--- src/rtl/npu_uart_pkg.sv ---
// npu_uart_pkg: shared UART receiver types and constants (state enum, data width, minimum oversampling)
package npu_uart_pkg;
  localparam int UART_DATA_BITS = 8;
  localparam int UART_MIN_CLKS_PER_BIT = 4;
  typedef enum logic [2:0] {
    S_IDLE,
    S_START,
    S_DATA,
    S_PARITY,
    S_STOP,
    S_WAIT_IDLE
  } uart_rx_state_t;
endpackage

--- src/rtl/uart_rx_byte_if.sv ---
// uart_rx_byte_if: serial line in, received byte/strobes/busy out; master = receiver, slave = consumer (parity_err only with UART_RX_PARITY_EN)
interface uart_rx_byte_if;
  import npu_uart_pkg::*;
  logic rx;
  logic [UART_DATA_BITS-1:0] rx_data;
  logic rx_done;
  logic frame_err;
  logic busy;
`ifdef UART_RX_PARITY_EN
  logic parity_err;
  modport master (input rx, output rx_data, rx_done, frame_err, busy, parity_err);
  modport slave (output rx, input rx_data, rx_done, frame_err, busy, parity_err);
`else
  modport master (input rx, output rx_data, rx_done, frame_err, busy);
  modport slave (output rx, input rx_data, rx_done, frame_err, busy);
`endif
endinterface

--- src/rtl/sync_2ff.sv ---
// sync_2ff: two-flop single-bit synchronizer; clk/rst (sync active-low) in, d async in, q synchronized out, RST_VAL reset level
module sync_2ff #(
  parameter logic RST_VAL = 1'b1
) (
  input  logic clk,
  input  logic rst,
  input  logic d,
  output logic q
);
  logic meta;
  always_ff @(posedge clk) begin
    if (!rst) {q, meta} <= {RST_VAL, RST_VAL};
    else {q, meta} <= {meta, d};
  end
endmodule

--- src/rtl/uart_rx_byte.sv ---
// uart_rx_byte: 8N1 UART receiver (8E1 with UART_RX_PARITY_EN); clk, rst (sync active-low), bus.master: rx in, rx_data/rx_done/frame_err/busy[/parity_err] out
module uart_rx_byte
  import npu_uart_pkg::*;
#(
  parameter int CLK_FREQ  = 50_000_000,
  parameter int BAUD_RATE = 115_200
) (
  input logic clk,
  input logic rst,
  uart_rx_byte_if.master bus
);
  localparam int CLKS_PER_BIT = CLK_FREQ / BAUD_RATE;
  localparam int CW = $clog2(CLKS_PER_BIT);
  localparam int IW = $clog2(UART_DATA_BITS);
  localparam logic [CW-1:0] HALF = CW'(CLKS_PER_BIT / 2 - 1);
  localparam logic [CW-1:0] FULL = CW'(CLKS_PER_BIT - 1);
  localparam logic [IW-1:0] LAST = IW'(UART_DATA_BITS - 1);
  if (CLKS_PER_BIT < UART_MIN_CLKS_PER_BIT) begin : g_cpb_check
    $error("uart_rx_byte: CLKS_PER_BIT too small");
  end
  uart_rx_state_t state, state_n;
  logic [CW-1:0] cnt, cnt_n;
  logic [IW-1:0] idx, idx_n;
  logic [UART_DATA_BITS-1:0] shift, shift_n, data, data_n;
  logic done, done_n, ferr, ferr_n, rx_s;
`ifdef UART_RX_PARITY_EN
  logic pbad, pbad_n, perr, perr_n;
  assign bus.parity_err = perr;
`else
  logic pbad;
  assign pbad = 1'b0;
`endif
  sync_2ff #(.RST_VAL(1'b1)) u_sync (.clk(clk), .rst(rst), .d(bus.rx), .q(rx_s));
  assign bus.rx_data   = data;
  assign bus.rx_done   = done;
  assign bus.frame_err = ferr;
  assign bus.busy      = (state != S_IDLE);
  always_comb begin
    state_n = state;
    cnt_n   = (state == S_IDLE || state == S_WAIT_IDLE) ? '0 : cnt + 1'b1;
    idx_n   = idx;
    shift_n = shift;
    data_n  = data;
    done_n  = 1'b0;
    ferr_n  = 1'b0;
`ifdef UART_RX_PARITY_EN
    pbad_n  = pbad;
    perr_n  = 1'b0;
`endif
    case (state)
      S_IDLE: if (!rx_s) state_n = S_START;
      S_START: if (cnt == HALF) begin
        cnt_n   = '0;
        idx_n   = '0;
        state_n = rx_s ? S_IDLE : S_DATA;
`ifdef UART_RX_PARITY_EN
        pbad_n  = 1'b0;
`endif
      end
      S_DATA: if (cnt == FULL) begin
        cnt_n   = '0;
        shift_n = {rx_s, shift[UART_DATA_BITS-1:1]};
        idx_n   = idx + 1'b1;
`ifdef UART_RX_PARITY_EN
        state_n = (idx == LAST) ? S_PARITY : S_DATA;
`else
        state_n = (idx == LAST) ? S_STOP : S_DATA;
`endif
      end
`ifdef UART_RX_PARITY_EN
      S_PARITY: if (cnt == FULL) begin
        cnt_n   = '0;
        pbad_n  = rx_s != ^shift;
        state_n = S_STOP;
      end
`endif
      S_STOP: if (cnt == FULL) begin
        cnt_n   = '0;
        state_n = rx_s ? S_IDLE : S_WAIT_IDLE;
        ferr_n  = !rx_s;
        done_n  = rx_s && !pbad;
        data_n  = (rx_s && !pbad) ? shift : data;
`ifdef UART_RX_PARITY_EN
        perr_n  = rx_s && pbad;
`endif
      end
      S_WAIT_IDLE: if (rx_s) state_n = S_IDLE;
      default: state_n = S_IDLE;
    endcase
  end
  always_ff @(posedge clk) begin
    if (!rst) begin
      state <= S_IDLE;
      cnt   <= '0;
      idx   <= '0;
      shift <= '0;
      data  <= '0;
      done  <= 1'b0;
      ferr  <= 1'b0;
`ifdef UART_RX_PARITY_EN
      pbad  <= 1'b0;
      perr  <= 1'b0;
`endif
    end else begin
      state <= state_n;
      cnt   <= cnt_n;
      idx   <= idx_n;
      shift <= shift_n;
      data  <= data_n;
      done  <= done_n;
      ferr  <= ferr_n;
`ifdef UART_RX_PARITY_EN
      pbad  <= pbad_n;
      perr  <= perr_n;
`endif
    end
  end
endmodule

--- src/flat_wrapper.sv ---
// flat-port wrapper written by rule: the top's interface ports become plain ports
module uart_rx_byte_flat import npu_uart_pkg::*;
#(
  parameter int CLK_FREQ  = 50_000_000,
  parameter int BAUD_RATE = 115_200
)
  (clk, rst, bus_rx, bus_rx_data, bus_rx_done, bus_frame_err, bus_busy);
  uart_rx_byte_if bus_i ();
  input logic clk;
  input logic rst;
  input wire logic [$bits(bus_i.rx)-1:0] bus_rx;
  output wire logic [$bits(bus_i.rx_data)-1:0] bus_rx_data;
  output wire logic [$bits(bus_i.rx_done)-1:0] bus_rx_done;
  output wire logic [$bits(bus_i.frame_err)-1:0] bus_frame_err;
  output wire logic [$bits(bus_i.busy)-1:0] bus_busy;
  assign bus_i.rx = bus_rx;
  assign bus_rx_data = bus_i.rx_data;
  assign bus_rx_done = bus_i.rx_done;
  assign bus_frame_err = bus_i.frame_err;
  assign bus_busy = bus_i.busy;
  uart_rx_byte #(.CLK_FREQ(CLK_FREQ), .BAUD_RATE(BAUD_RATE)) u_core (.clk(clk), .rst(rst), .bus(bus_i));
endmodule
--- config.mk ---
export PLATFORM = sky130hd
export DESIGN_NAME = uart_rx_byte_flat
export DESIGN_NICKNAME = d
export VERILOG_FILES = /design/src/rtl/npu_uart_pkg.sv /design/src/rtl/uart_rx_byte_if.sv /design/src/rtl/sync_2ff.sv /design/src/rtl/uart_rx_byte.sv /design/src/flat_wrapper.sv
export SDC_FILE = /design/constraint.sdc
export NUM_CORES = 1
export LEC_CHECK = 0
export ABC_AREA = 1
export ABC_CLOCK_PERIOD_IN_PS = 1800
export CAP_MARGIN = 5
export CORE_UTILIZATION = 55
export CTS_CLUSTER_SIZE = 40
export DETAILED_ROUTE_END_ITERATION = 10
export HOLD_SLACK_MARGIN = 0.03
export MAX_ROUTING_LAYER = met4
export PLACE_DENSITY = 0.78
export SLEW_MARGIN = 10
export SYNTH_ARGS = -nofsm -noshare
export SYNTH_HDL_FRONTEND = slang
export SYNTH_HIERARCHICAL = 1
export SYNTH_SLANG_ARGS = --single-unit
--- constraint.sdc ---
create_clock -name clk -period 1.8 [get_ports clk]
set_clock_uncertainty 0.1 [all_clocks]
set_input_delay 0.27 -clock clk [delete_from_list [all_inputs] [get_ports clk]]
set_output_delay 0.27 -clock clk [all_outputs]
set_load 0.02 [all_outputs]
==> results of run 1 <==
## area by class of cell
type / count / area [µm²]
clock inverter: 1 / 7.51
clock buffer: 7 / 65.1
sequential: 35 / 704
multi-input combinational: 137 / 787
timing repair buffer: 14 / 136
fill: 244 / 938
tap: 31 / 38.8
inverter: 34 / 128
## power breakdown
group / internal, mW / switching [mW]
clock: 0.228 / 0.251
combinational: 0.270 / 0.505
sequential: 0.848 / 0.0836
total: 1.35 / 0.839
## sequential cells by signal, indices dropped and copies added (netlist names)
| name | cells |
|---|---|
| u_core/bus.frame_err | 1 |
| u_core/bus.rx_data | 8 |
| u_core/bus.rx_done | 1 |
| u_core/cnt | 9 |
| u_core/idx | 3 |
| u_core/shift | 8 |
| u_core/state | 3 |
| u_core/u_sync/meta | 1 |
| u_core/u_sync/q | 1 |
## routing by layer
metal | routed length, µm | track usage [%]
met4 | 40 | 6.97
met3 | 110 | 7.14
met2 | 1360 | 35.5
met5 | 0 | -
met1 | 1440 | 26.6
## stage by stage
step | hold slack (ps) | power [mW] | worst slack (ps) | cell area, µm²
after floorplan | 239 | 1.55 | 375 | 1650
final | 343 | 2.19 | 127 | 1870
after global routing | 363 | 2.35 | 58.6 | 1870
after CTS | 340 | 2.20 | 108 | 1870
after detailed placement | 316 | 1.72 | 181 | 1790
after global placement | 297 | 1.69 | 237 | 1790
## final timing paths
| check | slack [ps] | cells past startpoint | to | start |
|---|---|---|---|---|
| worst max register to register | 240 | 9 | u_core/idx[2]$_SDFFE_PN0P_ | u_core/cnt[0]$_SDFF_PN0_ |
| worst max-delay path | 130 | 1 | bus_rx_data[7] | u_core/bus.rx_data[7]$_SDFFE_PN0P_ |
| worst min-delay path | 340 | 2 | u_core/u_sync/q$_SDFF_PN1_ | u_core/u_sync/meta$_SDFF_PN1_ |
| worst min register to register | 340 | 2 | u_core/u_sync/q$_SDFF_PN1_ | u_core/u_sync/meta$_SDFF_PN1_ |
## cell usage after synthesis, types with 3 or more instances
cell and count:
nor2_1 22, xor2_1 4, nand2_2 6, o21ai_0 15
dfxtp_1 35, inv_1 29, nand3_2 4, nand3_1 10
ha_1 5, nand2_1 33, a21oi_1 17, inv_2 5
nor2_2 3
## logic make-up (layout without fill, tap and decap cells)
group | Yosys count | in the layout | synth area share (%)
and+or+nand+nor | 90 | 90 | 28.9
AOI/OAI and AO/OA | 38 | 38 | 12.5
buffers and inverters | 38 | 56 | 10.4
DFF | 35 | 35 | 42.4
adders and majority gates | 5 | 5 | 3.78
xor gates and xnor gates | 4 | 4 | 2.12
==> impl_metrics.json, run 1 <==
{
  "hp-class": "flop to flop",
  "drive_gt1_share_pct": 18.0,
  "path_max_fanout": 2,
  "totalNegativeSetupSlack_ps": 0,
  "pwr_density_cell_mw_per_mm2": 1170,
  "utilization_pct": 66.5,
  "die_height_um": 56.8,
  "netlist.area_leader.share_pct": 42.4,
  "yosysWarnings": 6,
  "antenna_left": 0,
  "cts_tree": "done",
  "cp_data_required_time_ps": 1430,
  "drtIter0Drc": 57,
  "synth.avg_cell_area_um2": 7.88,
  "dp.cells": 251,
  "endpoint_kind": "output port",
  "synthCells": 210,
  "start_util_pct": 59.0,
  "fin_crit_ps": 1670,
  "synth_area_mm2": 0.00165,
  "maxSlewViolCount": 0,
  "dieWidth_um": 56.8,
  "synth-seq-cells": 35,
  "power.static_leakage_nw": 0.812,
  "clk_root_buffer_cell": "clkbuf_4",
  "wl_per_cell_um": 11.4,
  "synth_area_leaders": "dfxtp_1, nand2_1, inv_1, a21oi_1, nor2_1",
  "rows": 19,
  "drc": 0,
  "crit_arrival_ps": 1300,
  "nets": 235,
  "path_clk_slew_ps": 100,
  "core-area_mm2": 0.00281,
  "async_flop_share_pct": 0,
  "dp_hpwl_um": 2190,
  "numClockSinks": 35,
  "vdd_drop_max_v": 0.000679,
  "rsz0062_at_grt": "false",
  "startpoint_type": "flop",
  "cp_top_family": "buffers and inverters",
  "area_growth_pct": 12.9,
  "critPathBufInv": 1,
  "overflow": 0,
  "hold_buffers": 0,
  "grt_pass1_wl_um": 5380,
  "post-route-period-util_pct": 92.9,
  "cts_buffer_depth": 2,
  "final-hold-violation-count": 0,
  "die_area_mm2": 0.00323,
  "routed-via-count": 1323,
  "worstMarginPinSlew_ps": 237,
  "crit_chain": "clkdlybuf4s50_1",
  "firstDrtPassIters": 4,
  "ys_seq_area_share_pct": 42.4,
  "layout.cells.non_filler": 259,
  "post_cts_buffers": 0,
  "slowest_stage": "clkdlybuf4s50_1",
  "most-common-layout-cells": "nand2_1, dfxtp_1, inv_1",
  "finalSetupViolCount": 0,
  "crit_type": "flop to output port",
  "status": "complete, no violations",
  "io_pins": 14,
  "n_antenna_cell": 0,
  "grt_pass1_vias": 1294,
  "yosysTopAreaCell": "dfxtp_1",
  "fmax_mhz": 598,
  "maxSlewHeadroom_pct": 84.2,
  "via_per_inst": 5.11,
  "track_usage_pct": 22.2,
  "clk_latency_ps": 330,
  "synth_edf_count": 0,
  "synth_ff_type": "dfxtp_1",
  "antenna_found_initial": 0,
  "cts.repair.resized": 5,
  "final_common_cell": "nand2_1",
  "port_buffers": 13,
  "max_stage_delay_ps": 610,
  "synth.net_count": 218,
  "htree_levels": 2,
  "yosysUniqueCellTypes": 29,
  "maxCapViolations": 0,
  "place_congestion": 0.905,
  "grt_max_degree": 25,
  "routed_wl_um": 2950,
  "numCtsBuffers": 5
}
Power figures use the tool's default switching activity.
==> run 2, diff against run 1 <==
Settings changed: ABC_AREA 1 to default.
==> run 2 against run 1 <==
Effect of this change:
- the flow now finishes with violations (DRC)
- fmax is 3.5% lower
- register-to-register slack worse by 170 ps
- clock-buffer cell count is 1 lower
- final cell count is 11% lower
- area after synthesis is 0.45% lower
- first-iteration DRC count is 35% lower
- power is 8.3% lower
- sequential cell count stayed put
- global-route usage is 1.5 points higher
- highest routed layer unchanged
==> impl_metrics.json, run 2 <==
{
  "grt_pass1_vias": 1267,
  "synth_common_cells": "dfxtp_1, mux2i_1, nor2_1",
  "dp.cells": 222,
  "port_buffers": 13,
  "crit_arrival_ps": 1860,
  "fmax_mhz": 577,
  "yosysTopAreaCell": "dfxtp_1",
  "status": "finished, violations left",
  "ys_seq_area_share_pct": 42.6,
  "cp_data_required_time_ps": 1930,
  "yosysUniqueCellTypes": 42,
  "post-route-period-util_pct": 96.4,
  "core-area_mm2": 0.00281,
  "power.static_leakage_nw": 0.854,
  "drtIter0Drc": 37,
  "yosysWarnings": 6,
  "maxCapViolations": 0,
  "wl_per_cell_um": 14.6,
  "synth_most_common_cell": "dfxtp_1",
  "synth_area_leaders": "dfxtp_1, mux2i_1, nor2_1, ha_1, nor3_1",
  "totalNegativeSetupSlack_ps": 0,
  "holdWs_ps": 322,
  "maxSlewHeadroom_pct": 75.0,
  "via_per_inst": 5.78,
  "io_pins": 14,
  "synth_adder_area_share_pct": 3.80,
  "failed_checks": "DRC",
  "path_clk_slew_ps": 100,
  "maxSlewViolCount": 0,
  "pwr_density_cell_mw_per_mm2": 986,
  "die_height_um": 56.7,
  "clk_latency_ps": 340,
  "regMostFlops": "u_core/cnt",
  "rsz0062_at_grt": "false",
  "synth_area_mm2": 0.00165,
  "synth.avg_cell_area_um2": 9.74,
  "synth-seq-cells": 35,
  "clk_root_buffer_cell": "clkbuf_4",
  "htree_levels": 2,
  "cts_buffer_depth": 2,
  "final_common_cell": "dfxtp_1",
  "endpoint_kind": "flop",
  "final-hold-violation-count": 0,
  "fin_area_mm2": 0.00203,
  "num-fill-cells": 209,
  "drive_gt1_share_pct": 18.5,
  "hp-class": "flop to flop",
  "place_congestion": 0.840,
  "area_growth_pct": 23.3,
  "layout.cells.non_filler": 231,
  "largest_reg_flops": 9,
  "numClockSinks": 35,
  "fin_crit_ps": 1730,
  "overflow": 0,
  "synth_top_family_by_area": "simple AND/OR/NAND/NOR gates",
  "rrSetupSlack_ps": 70,
  "synthXorXnorAreaFrac_pct": 4.26,
  "track_usage_pct": 23.7,
  "dp_hpwl_um": 2450,
  "die_area_mm2": 0.00322,
  "startpoint_type": "flop",
  "most-common-layout-cells": "dfxtp_1, mux2i_1, nor2_1",
  "grt_max_degree": 17,
  "numCtsBuffers": 5,
  "synth.net_count": 177,
  "crit_type": "flop to flop",
  "antenna_left": 0,
  "path_max_fanout": 6,
  "synth_mux_area_share_pct": 12.2,
  "finalSetupViolCount": 0,
  "async_flop_share_pct": 0,
  "drc": 2,
  "nets": 207,
  "synth_compound_area_share_pct": 7.83,
  "synthCells": 169,
  "utilization_pct": 72.4,
  "placed_cell_area_mm2": 0.00190,
  "firstDrtPassIters": 7,
  "antenna_found_initial": 0,
  "n_antenna_cell": 0,
  "routed-via-count": 1335,
  "netlist.area_leader.share_pct": 42.6,
  "setup_ws_ps": 65.6,
  "cts_tree": "done",
  "synth_edf_count": 0,
  "rows": 19,
  "worstMarginPinSlew_ps": 374,
  "dieWidth_um": 56.7,
  "start_util_pct": 58.7,
  "p_total_mw": 2.00,
  "routed_wl_um": 3380,
  "synthSimpleGateAreaFrac_pct": 25.6,
  "vdd_drop_max_v": 0.000511,
  "grt_pass1_wl_um": 5630,
  "dpl_worst_slack_ps": 17.4,
  "synth_ff_type": "dfxtp_1"
}
==> run 2: kinds of logic after synthesis <==
group           after synthesis
flops                        35
fa+ha+maj                     5
xor+xnor                      8
buf+inv                      12
simple gates                 75
mux                          20
compound gates               14
==> run 2: power breakdown <==
group / switching (mW) / internal [mW] / total, mW / leakage (nW)
Combinational: 0.244 / 0.229 / 0.473 / 0.517
Sequential: 0.0379 / 0.806 / 0.844 / 0.284
Clock: 0.253 / 0.434 / 0.686 / 0.0525
==> run 2: layout make-up <==
| class | instances | area, µm² | area share, % |
|---|---|---|---|
| timing repair buffer | 30 | 270 | 13.3 |
| clock inverter | 2 | 60.1 | 2.96 |
| multi-input combinational | 122 | 897 | 44.2 |
| sequential | 35 | 704 | 34.7 |
| tap | 31 | 38.8 | 1.91 |
| inverter | 5 | 18.8 | 0.924 |
| clock buffer | 6 | 41.3 | 2.03 |
==> run 2: worst max-delay path: stages (launching register included) <==
cell and delay, ps:
dfxtp_2 340, inv_1 60, ha_1 180, and3b_2 270
a311oi_4 360, nor3_1 90, o221a_1 240
==> run 2: final timing paths <==
check	from	endpoint	cells after the start
setup / recovery	u_core/cnt[1]$_SDFF_PN0_	u_core/state[1]$_SDFFE_PN0P_	6
hold / removal	u_core/u_sync/meta$_SDFF_PN1_	u_core/u_sync/q$_SDFF_PN1_	1
setup reg to reg	u_core/cnt[1]$_SDFF_PN0_	u_core/state[1]$_SDFFE_PN0P_	6
hold reg to reg	u_core/u_sync/meta$_SDFF_PN1_	u_core/u_sync/q$_SDFF_PN1_	1
==> run 2: metal layers <==
layer / global-route usage (%) / vias up / share of wire (%)
met3: 5.53 / 7 / 3.7
met4: 9.29 / 0 / 1.8
met5: - / - / 0
met1: 28.3 / 643 / 46
met2: 38.6 / 29 / 49
li1: - / 656 / -
==> run 2: what timing repair did <==
item                       in CTS  in global routing
setup buffers                   0                  1
pin swaps                       0                  1
setup endpoints to repair       1                 21
gates resized for setup         2                  7
hold buffers                    0                  0
